==> src/rtl/fpu_exception_unit.sv <==
// ============================================================================
//  Module   : fpu_exception_unit
//  Purpose  : Pipelined IEEE-754 special-value handler (NaN/Inf/zero) for
//             add/sub/mul; optional exception counter via FPU_EXC_CNT_EN.
//  Revision : 1.0
// ============================================================================
`default_nettype none

module fpu_exception_unit #(
   parameter int EXP_W       = 8,
   parameter int MAN_W       = 23,
   parameter int PIPE_STAGES = 1
) (
   input  logic                   clk,
   input  logic                   arst,
   input  logic                   in_valid,
   input  logic [EXP_W+MAN_W:0]   a,
   input  logic [EXP_W+MAN_W:0]   b,
   input  logic [1:0]             op,
   input  logic                   flags_clr,
   output logic                   out_valid,
   output logic                   exception,
   output logic [EXP_W+MAN_W:0]   result,
   output logic [3:0]             flags
`ifdef FPU_EXC_CNT_EN
   ,
   output logic [15:0]            exc_count
`endif
);

   localparam int W = 1 + EXP_W + MAN_W;
   localparam logic [W-1:0] c_CAN_NAN = {1'b0, {EXP_W{1'b1}}, 1'b1, {(MAN_W-1){1'b0}}};

   logic [W-1:0] w_b_eff;
   logic         w_a_s, w_be_s;
   logic         w_a_zero, w_a_inf, w_a_nan;
   logic         w_b_zero, w_b_inf, w_b_nan;
   logic [W-1:0] w_res;
   logic         w_exc;
   logic [3:0]   w_ev;

   logic         r_vld [1:PIPE_STAGES];
   logic         r_exc [1:PIPE_STAGES];
   logic [W-1:0] r_res [1:PIPE_STAGES];
   logic [3:0]   r_ev  [1:PIPE_STAGES];
   logic [3:0]   r_flags;

   assign w_b_eff  = (op == 2'b01) ? {~b[W-1], b[W-2:0]} : b;
   assign w_a_s    = a[W-1];
   assign w_be_s   = w_b_eff[W-1];

   assign w_a_zero = (a[W-2:MAN_W] == '0) && (a[MAN_W-1:0] == '0);
   assign w_a_inf  = (&a[W-2:MAN_W]) && (a[MAN_W-1:0] == '0);
   assign w_a_nan  = (&a[W-2:MAN_W]) && (a[MAN_W-1:0] != '0);
   assign w_b_zero = (b[W-2:MAN_W] == '0) && (b[MAN_W-1:0] == '0);
   assign w_b_inf  = (&b[W-2:MAN_W]) && (b[MAN_W-1:0] == '0);
   assign w_b_nan  = (&b[W-2:MAN_W]) && (b[MAN_W-1:0] != '0);

   // Event bits are {NV, NI, IR, ZI}; every special case raises exactly one.
   always_comb begin
      w_res = '0;
      w_exc = 1'b0;
      w_ev  = 4'b0000;
      case (op)
         2'b00, 2'b01: begin
            if (w_a_nan || w_b_nan) begin
               w_res = c_CAN_NAN; w_exc = 1'b1; w_ev = 4'b0100;
            end else if (w_a_inf && w_b_inf && (w_a_s != w_be_s)) begin
               w_res = c_CAN_NAN; w_exc = 1'b1; w_ev = 4'b1000;
            end else if (w_a_inf) begin
               w_res = a; w_exc = 1'b1; w_ev = 4'b0010;
            end else if (w_b_inf) begin
               w_res = w_b_eff; w_exc = 1'b1; w_ev = 4'b0010;
            end else if (w_a_zero && w_b_zero) begin
               w_res = {w_a_s & w_be_s, {(W-1){1'b0}}}; w_exc = 1'b1; w_ev = 4'b0001;
            end else if (w_a_zero) begin
               w_res = w_b_eff; w_exc = 1'b1; w_ev = 4'b0001;
            end else if (w_b_zero) begin
               w_res = a; w_exc = 1'b1; w_ev = 4'b0001;
            end
         end
         2'b10: begin
            if (w_a_nan || w_b_nan) begin
               w_res = c_CAN_NAN; w_exc = 1'b1; w_ev = 4'b0100;
            end else if ((w_a_inf && w_b_zero) || (w_a_zero && w_b_inf)) begin
               w_res = c_CAN_NAN; w_exc = 1'b1; w_ev = 4'b1000;
            end else if (w_a_inf || w_b_inf) begin
               w_res = {w_a_s ^ b[W-1], {EXP_W{1'b1}}, {MAN_W{1'b0}}};
               w_exc = 1'b1; w_ev = 4'b0010;
            end else if (w_a_zero || w_b_zero) begin
               w_res = {w_a_s ^ b[W-1], {(W-1){1'b0}}}; w_exc = 1'b1; w_ev = 4'b0001;
            end
         end
         default: begin
            w_res = c_CAN_NAN; w_exc = 1'b1; w_ev = 4'b1000;
         end
      endcase
   end

   // Stage 1 captures the classified result; later stages only delay it.
   always_ff @(posedge clk or posedge arst) begin
      if (arst) begin
         for (int k = 1; k <= PIPE_STAGES; k++) begin
            r_vld[k] <= 1'b0;
            r_exc[k] <= 1'b0;
            r_res[k] <= '0;
            r_ev[k]  <= 4'b0000;
         end
      end else begin
         r_vld[1] <= in_valid;
         if (in_valid) begin
            r_res[1] <= w_res;
            r_exc[1] <= w_exc;
            r_ev[1]  <= w_ev;
         end
         for (int k = 2; k <= PIPE_STAGES; k++) begin
            r_vld[k] <= r_vld[k-1];
            if (r_vld[k-1]) begin
               r_res[k] <= r_res[k-1];
               r_exc[k] <= r_exc[k-1];
               r_ev[k]  <= r_ev[k-1];
            end
         end
      end
   end

   // A clear coinciding with an output leaves exactly that output's events.
   always_ff @(posedge clk or posedge arst) begin
      if (arst) begin
         r_flags <= 4'b0000;
      end else if (flags_clr) begin
         r_flags <= r_vld[PIPE_STAGES] ? r_ev[PIPE_STAGES] : 4'b0000;
      end else if (r_vld[PIPE_STAGES]) begin
         r_flags <= r_flags | r_ev[PIPE_STAGES];
      end
   end

`ifdef FPU_EXC_CNT_EN
   logic [15:0] r_cnt;
   logic        w_cnt_inc;

   assign w_cnt_inc = r_vld[PIPE_STAGES] && r_exc[PIPE_STAGES];

   always_ff @(posedge clk or posedge arst) begin
      if (arst) begin
         r_cnt <= 16'h0000;
      end else if (flags_clr) begin
         r_cnt <= {15'h0000, w_cnt_inc};
      end else if (w_cnt_inc && (r_cnt != 16'hFFFF)) begin
         r_cnt <= r_cnt + 16'h0001;
      end
   end

   assign exc_count = r_cnt;
`endif

   assign out_valid = r_vld[PIPE_STAGES];
   assign exception = r_exc[PIPE_STAGES];
   assign result    = r_res[PIPE_STAGES];
   assign flags     = r_flags;

endmodule

`default_nettype wire

==> config.mk <==
export PLATFORM = sky130hd
export DESIGN_NAME = fpu_exception_unit
export DESIGN_NICKNAME = d
export VERILOG_FILES = /design/src/rtl/fpu_exception_unit.sv
export SDC_FILE = /design/constraint.sdc
export NUM_CORES = 1
export LEC_CHECK = 0
export BUFFER_PORTS_ARGS = -buffer_cell sky130_fd_sc_hd__buf_2
export CORE_MARGIN = 4
export CORE_UTILIZATION = 25
export DETAILED_ROUTE_END_ITERATION = 6
export GPL_TIMING_DRIVEN = 0
export HOLD_SLACK_MARGIN = 0.15
export PLACE_DENSITY = 0.61
export SKIP_LAST_GASP = 1
export SLEW_MARGIN = 20
export SYNTH_ARGS = -nofsm -noshare
export SYNTH_HDL_FRONTEND = slang
export SYNTH_SLANG_ARGS = --single-unit
==> constraint.sdc <==
create_clock -name clk -period 2.3 [get_ports clk]
set_input_delay 0.23 -clock clk [delete_from_list [all_inputs] [get_ports clk]]
set_output_delay 0.23 -clock clk [all_outputs]
set_load 0.01 [all_outputs]
==> results of run 1 <==
## routing by layer
metal | up-vias | GRT usage | wire (um)
met4 | 0 | 0.0309 | 53
met2 | 98 | 0.231 | 3460
met5 | - | 0 | 0
met3 | 8 | 0.0379 | 749
li1 | 1137 | - | -
met1 | 1155 | 0.199 | 3460
## where the power goes
group	leakage [uW]	internal [uW]	switching, uW	total (uW)
Sequential	0.000565	760	11.6	771
Combinational	0.000851	103	137	241
Clock	0.0000452	214	255	470
Total	0.00146	1080	404	1480
## sequential cells by signal, summed over array words and instances (netlist names)
register and count:
flags 4, out_valid 1, result 32, r_ev 4, exception 1
## critical path, cell delays in order
cell and delay [ns]:
buf_2 0.15, nand2b_1 0.20, xnor2_2 0.15, ha_1 0.30, inv_1 0.07, nor3_1 0.05, o31ai_1 0.30, nand3b_1 0.19
or2_1 0.24, clkbuf_1 0.17, buf_6 0.18, o2bb2ai_1 0.14
## cell type report
type | count | area, sq um
Fill cell | 899 | 5600
Multi-Input combinational cell | 162 | 1110
Sequential cell | 42 | 1050
Timing Repair Buffer | 115 | 623
Tap cell | 108 | 135
Buffer | 13 | 88.8
Clock buffer | 6 | 72.6
Inverter | 8 | 30.0
Clock inverter | 2 | 13.8
## cells in the mapped netlist, types with 2 or more instances
cell / n
or2_1: 3
nor3_2: 2
nand2_1: 11
nor3_1: 14
buf_6: 4
nand4_1: 6
inv_1: 7
nand2b_1: 2
clkbuf_1: 5
nor2_1: 16
a21o_1: 2
buf_4: 2
a31oi_1: 2
or3_1: 2
o2bb2ai_1: 23
a22oi_1: 22
o21ai_0: 7
xnor2_1: 2
dfrtp_1: 42
nor4_1: 13
nand3_1: 2
a21oi_1: 6
a221oi_1: 9
## path summary, 6_finish.rpt
path	cells past startpoint	endpoint	slack, ns
max	12	result[2]$_DFFE_PP0P_	0.12
min	3	result[12]$_DFFE_PP0P_	0.23
max reg2reg	1	result[31]$_DFFE_PP0P_	1.53
min reg2reg	2	flags[3]$_DFFE_PP0P_	0.48
max in group asynchronous	4	result[23]$_DFFE_PP0P_	1.33
min in group asynchronous	3	result[16]$_DFFE_PP0P_	0.49
## kinds of logic after synthesis
| group | share of synthesized area |
|---|---|
| fa+ha+maj | 0.00556 |
| simple gates | 0.185 |
| xor+xnor | 0.00779 |
| flops | 0.467 |
| compound gates | 0.282 |
| buf+inv | 0.0523 |
## through the flow
step / hold slack [ns] / total power, uW / setup TNS (ns) / instance area (sq um) / instances
after global routing: 0.242 / 1570 / -0.447 / 3120 / 456
after floorplan: 0.261 / 879 / 0 / 2250 / 225
after global placement: 0.432 / 1010 / -9.34 / 2920 / 440
final: 0.233 / 1480 / 0 / 3120 / 456
after CTS: 0.220 / 1500 / 0 / 3070 / 452
after detailed placement: 0.269 / 1020 / -10.44 / 2950 / 441
## what timing repair did
action,CTS,global route
pin swaps,1,4
endpoints found under the hold margin,23,0
gates resized for setup,1,7
setup buffers,0,4
setup endpoints to repair,21,23
hold buffers,3,0
==> flow_metrics.env, run 1 <==
export IMPL_h_tree_depth=2
export IMPL_worst_pin_slew_ns=0.529
export IMPL_cts_tree="done"
export IMPL_synth_seq_area_share=0.467
export IMPL_synth_cell_types=44
export IMPL_ys_warn_count=0
export IMPL_synth_edff_count=0
export IMPL_worst_path_max_fanout=10
export IMPL_async_flop_share=1.00
export IMPL_finalWirelength_um=7730
export IMPL_cp_required_ns=2.52
export IMPL_slew_headroom=0.647
export IMPL_hold_class="input port to flop"
export IMPL_p_leak_uw=0.00146
export IMPL_crit_arrival_ns=2.39
export IMPL_hp_start="b[12]"
export IMPL_crit_path_end_kind="flop"
export IMPL_synth_seq_cells=42
export IMPL_powerDensity_nw_per_um2=475
export IMPL_crit_path_start_kind="input port"
export IMPL_utilization=0.358
export IMPL_die_w_um=103
export IMPL_routedWlPerCell_um=16.9
export IMPL_skew_ns=0.00240
export IMPL_num_rows=34
export IMPL_path_clk_slew_ns=0.08
export IMPL_grt_pass1_vias=2412
export IMPL_diodes=0
export IMPL_worstSetupPathType="input port to flop"
export IMPL_grt_ovfl_total=0
export IMPL_clock_latency_ns=0.29
export IMPL_drtIter0Drc=79
export IMPL_synth_top_flop_cell="dfrtp_1"
export IMPL_synth_top_area_frac=0.467
export IMPL_coreArea_sq_um=8720
export IMPL_syn_avg_cell_area_sq_um=9.99
export IMPL_vias=2398
export IMPL_r2r_start="result[31]$_DFFE_PP0P_"
export IMPL_mostFrequentLayoutCell="buf_2"
export IMPL_track_usage=0.145
export IMPL_syn_instance_count=225
export IMPL_area_growth_pct=38.8
export IMPL_grt_start_max_net_pins=25
export IMPL_hold_viol_final=0
export IMPL_syn_cell_area_sq_um=2250
export IMPL_initial_core_util=0.258
export IMPL_max_freq_mhz=460
export IMPL_num_nets_final=418
export IMPL_drive_gt1_frac=0.391
export IMPL_numCtsBuffers=5
export IMPL_synthTopCellsByArea="dfrtp_1, o2bb2ai_1, a22oi_1, nor4_1, a221oi_1"
export IMPL_route_detailed_drc=0
export IMPL_outcome="finished, final reports clean"
export IMPL_die_h_um=103
export IMPL_worstSetupStartpoint="op[1]"
export IMPL_synth_area_leader_cell="dfrtp_1"
export IMPL_post_place_ws_ns=-0.382
export IMPL_setup_violations=0
export IMPL_ioPinCount=108
export IMPL_maxCapViolCount=0
export IMPL_finalCritPeriodShare=0.946
export IMPL_final_cell_mix="buf_2, dfrtp_1, o2bb2ai_1"
export IMPL_cts_root_buffer="clkbuf_8"
export IMPL_cts_buffer_depth=2
export IMPL_ir_drop_v=0.000196
export IMPL_gp_congestion=0.869
export IMPL_antenna_left=0
export IMPL_grt_first_pass_wirelength_um=11800
export IMPL_antenna_found_initial=0
export IMPL_min_period_ns=2.18
export IMPL_portBuffers=107
export IMPL_dieArea_sq_um=10600
export IMPL_syn_nets=296
export IMPL_drt_pass1_iterations=4
export IMPL_setup_ws_ns=0.125
export IMPL_place_detailed_hpwl_um=6240
export IMPL_vias_per_cell=5.26
export IMPL_slew_viol_final=0
export IMPL_cts_sinks=42
(Power assumes the default switching activity.)
==> inputs of run 2 (changes only) <==
--- a/config.mk
+++ b/config.mk
@@ -5,13 +5,14 @@
 export SDC_FILE = /design/constraint.sdc
 export NUM_CORES = 1
 export LEC_CHECK = 0
+export ABC_AREA = 1
 export BUFFER_PORTS_ARGS = -buffer_cell sky130_fd_sc_hd__buf_2
 export CORE_MARGIN = 4
 export CORE_UTILIZATION = 25
 export DETAILED_ROUTE_END_ITERATION = 6
 export GPL_TIMING_DRIVEN = 0
 export HOLD_SLACK_MARGIN = 0.15
-export PLACE_DENSITY = 0.61
+export PLACE_DENSITY = 0.59
 export SKIP_LAST_GASP = 1
 export SLEW_MARGIN = 20
 export SYNTH_ARGS = -nofsm -noshare
==> constraint.sdc (replaced) <==
create_clock -name clk -period 2.3 [get_ports clk]
set_input_delay 0.345 -clock clk [delete_from_list [all_inputs] [get_ports clk]]
set_output_delay 0.345 -clock clk [all_outputs]
set_load 0.01 [all_outputs]
==> flow_metrics.env, run 2 <==
export IMPL_maxCapViolCount=0
export IMPL_cts_repair_resized=0
export IMPL_cp_slowest_stage_delay_ns=0.48
export IMPL_utilization=0.342
export IMPL_cts_setup_buffers=0
export IMPL_skew_ns=0.00241
export IMPL_hold_viol_final=0
export IMPL_coreArea_sq_um=10500
export IMPL_grt_start_max_net_pins=24
export IMPL_slew_headroom=0.571
export IMPL_powerDensity_nw_per_um2=448
export IMPL_slew_viol_final=0
export IMPL_initial_core_util=0.260
export IMPL_hold_class="input port to flop"
export IMPL_num_rows=37
export IMPL_setup_tns_final_ns=0
export IMPL_path_clk_slew_ns=0.09
export IMPL_crit_path_start_kind="input port"
export IMPL_num_nets_final=568
export IMPL_grt_pass1_vias=2898
export IMPL_cts_sinks=42
export IMPL_synth_area_leader_cell="dfrtp_1"
export IMPL_met2_usage=0.222
export IMPL_power_uw=1600
export IMPL_syn_nets=452
export IMPL_numCtsBuffers=5
export IMPL_route_detailed_drc=0
export IMPL_cts_buffer_depth=2
export IMPL_synth_seq_area_share=0.386
export IMPL_ir_drop_v=0.000321
export IMPL_clock_latency_ns=0.29
export IMPL_yosysMostFrequentCell="nand2_1"
export IMPL_worst_pin_slew_ns=0.644
export IMPL_max_freq_mhz=608
export IMPL_finalWirelength_um=8970
export IMPL_h_tree_depth=2
export IMPL_drtIter0Drc=110
export IMPL_async_flop_share=1.00
export IMPL_cts_root_buffer="clkbuf_8"
export IMPL_antenna_found_initial=0
export IMPL_die_h_um=112
export IMPL_grt_ovfl_total=0
export IMPL_synthTopCellsByCount="nand2_1, nor2_1, dfrtp_1, nand3_1, inv_1"
export IMPL_vias_per_cell=4.66
export IMPL_nFillCells=1158
export IMPL_cts_tree="done"
export IMPL_placed_area_sq_um=3460
export IMPL_synth_top_area_frac=0.386
export IMPL_area_growth_pct=31.3
export IMPL_cp_common_cell="clkbuf_1"
export IMPL_crit_arrival_ns=1.86
export IMPL_grt_use_met3=0.0329
export IMPL_track_usage=0.144
export IMPL_min_period_ns=1.65
export IMPL_antenna_left=0
export IMPL_synth_cell_types=30
export IMPL_crit_chain="buf_2 -> clkbuf_1 -> inv_1 -> clkbuf_1 -> clkbuf_1 -> nand2_1 -> o21ai_0"
export IMPL_worst_path_max_fanout=10
export IMPL_top_usage_layer="met2"
export IMPL_hold_buffers=1
export IMPL_drt_pass1_iterations=4
export IMPL_syn_cell_area_sq_um=2720
export IMPL_largest_register_ff_count=32
export IMPL_worstSetupPathType="input port to flop"
export IMPL_vias=2954
export IMPL_crit_path_end_kind="flop"
export IMPL_dieArea_sq_um=12600
export IMPL_path_buf_inv=5
export IMPL_diodes=0
export IMPL_outcome="finished, final reports clean"
export IMPL_syn_instance_count=381
export IMPL_p_leak_uw=0.00184
export IMPL_die_w_um=112
export IMPL_synth_seq_cells=42
export IMPL_grt_first_pass_wirelength_um=14700
export IMPL_setup_ws_ns=0.654
export IMPL_portBuffers=107
export IMPL_seq_area_sq_um=1050
export IMPL_met1_usage=0.210
export IMPL_post_place_ws_ns=0.321
export IMPL_ys_warn_count=0
export IMPL_path_delay_family="buffers and inverters"
export IMPL_cp_required_ns=2.51
export IMPL_synth_edff_count=0
export IMPL_ioPinCount=108
export IMPL_finalCritPeriodShare=0.716
export IMPL_syn_avg_cell_area_sq_um=7.15
export IMPL_final_cell_mix="nand2_1, buf_2, nor2_1"
export IMPL_setup_violations=0
export IMPL_mostFrequentLayoutCell="nand2_1"
export IMPL_routedWlPerCell_um=14.2
export IMPL_gp_congestion=0.869
export IMPL_multiInputGateArea_sq_um=1450
export IMPL_slowest_stage="clkbuf_1"
export IMPL_place_detailed_hpwl_um=7480
export IMPL_drive_gt1_frac=0.305
export IMPL_finalInstanceArea_sq_um=3570
export IMPL_synthTopCellsByArea="dfrtp_1, nand2_1, o2111ai_1, nor2_1, nand3_1"
export IMPL_rsz0062_at_grt="no"
export IMPL_synth_top_flop_cell="dfrtp_1"
## run 2: cell types whose count changed after synthesis, sizes merged, moves of 22 or more
cell,delta
nand3,+25
a22oi,-22
nand2,+118
nor2,+41
o2bb2ai,-23
inv,+22
## run 2: worst reg2reg max path: cells and delay by family (launching register included)
kind / cells / cell delay (ns)
flops: 1 / 0.40
compound gates: 1 / 0.15
buf+inv: 1 / 0.05
## run 2: per-layer routing
| metal | wire [um] | up-vias |
|---|---|---|
| li1 | - | 1498 |
| met1 | 4440 | 1347 |
| met2 | 3870 | 103 |
| met3 | 613 | 6 |
| met4 | 56 | 0 |
| met5 | 0 | - |
## run 2: cell families (layout without fill, tap and decap cells)
logic type,count (synthesis),after routing,share of synthesized area
adder cells (fa/ha/maj),1,1,0.00459
AO/OA/AOI/OAI,66,66,0.163
AND/OR/NAND/NOR,221,221,0.358
XOR/XNOR,2,2,0.00643
flip-flops,42,42,0.386
buffers and inverters,49,166,0.0813
## run 2: metrics by stage
| stage | instances | hold WS [ns] |
|---|---|---|
| 5_1_grt | 634 | 0.152 |
| 3_5_place_dp | 625 | 0.427 |
| 3_3_place_gp | 624 | 0.468 |
| 6_report | 634 | 0.166 |
| 4_1_cts | 634 | 0.158 |
| 2_1_floorplan | 381 | 0.376 |
## run 2: cell type report
type,count,share of cell area
well taps,136,0.0476
flip-flops and latches,42,0.294
plain buffers,19,0.0291
repair buffers,109,0.160
clock inverters,3,0.0112
inverters,30,0.0329
multi-input cells,290,0.406
clock buffers,5,0.0193
## run 2: final timing paths
path | slack [ns] | depth (start not counted) | endpoint | from
max in group asynchronous | 1.18 | 4 | result[11]$_DFFE_PP0P_ | arst
min in group asynchronous | 0.64 | 3 | flags[1]$_DFFE_PP0P_ | arst
setup reg to reg | 1.59 | 2 | r_ev[3]$_DFFE_PP0P_ | r_ev[3]$_DFFE_PP0P_
hold reg to reg | 0.48 | 2 | result[31]$_DFFE_PP0P_ | result[31]$_DFFE_PP0P_
hold / removal | 0.17 | 1 | out_valid$_DFF_PP0_ | in_valid
setup / recovery | 0.65 | 7 | result[18]$_DFFE_PP0P_ | in_valid
## run 2: power by group
group          total, uW  internal [uW]  switching [uW]
Clock                590            320             270
Combinational        241           93.9             147
Sequential           770            759            11.1
Total               1600           1170             428
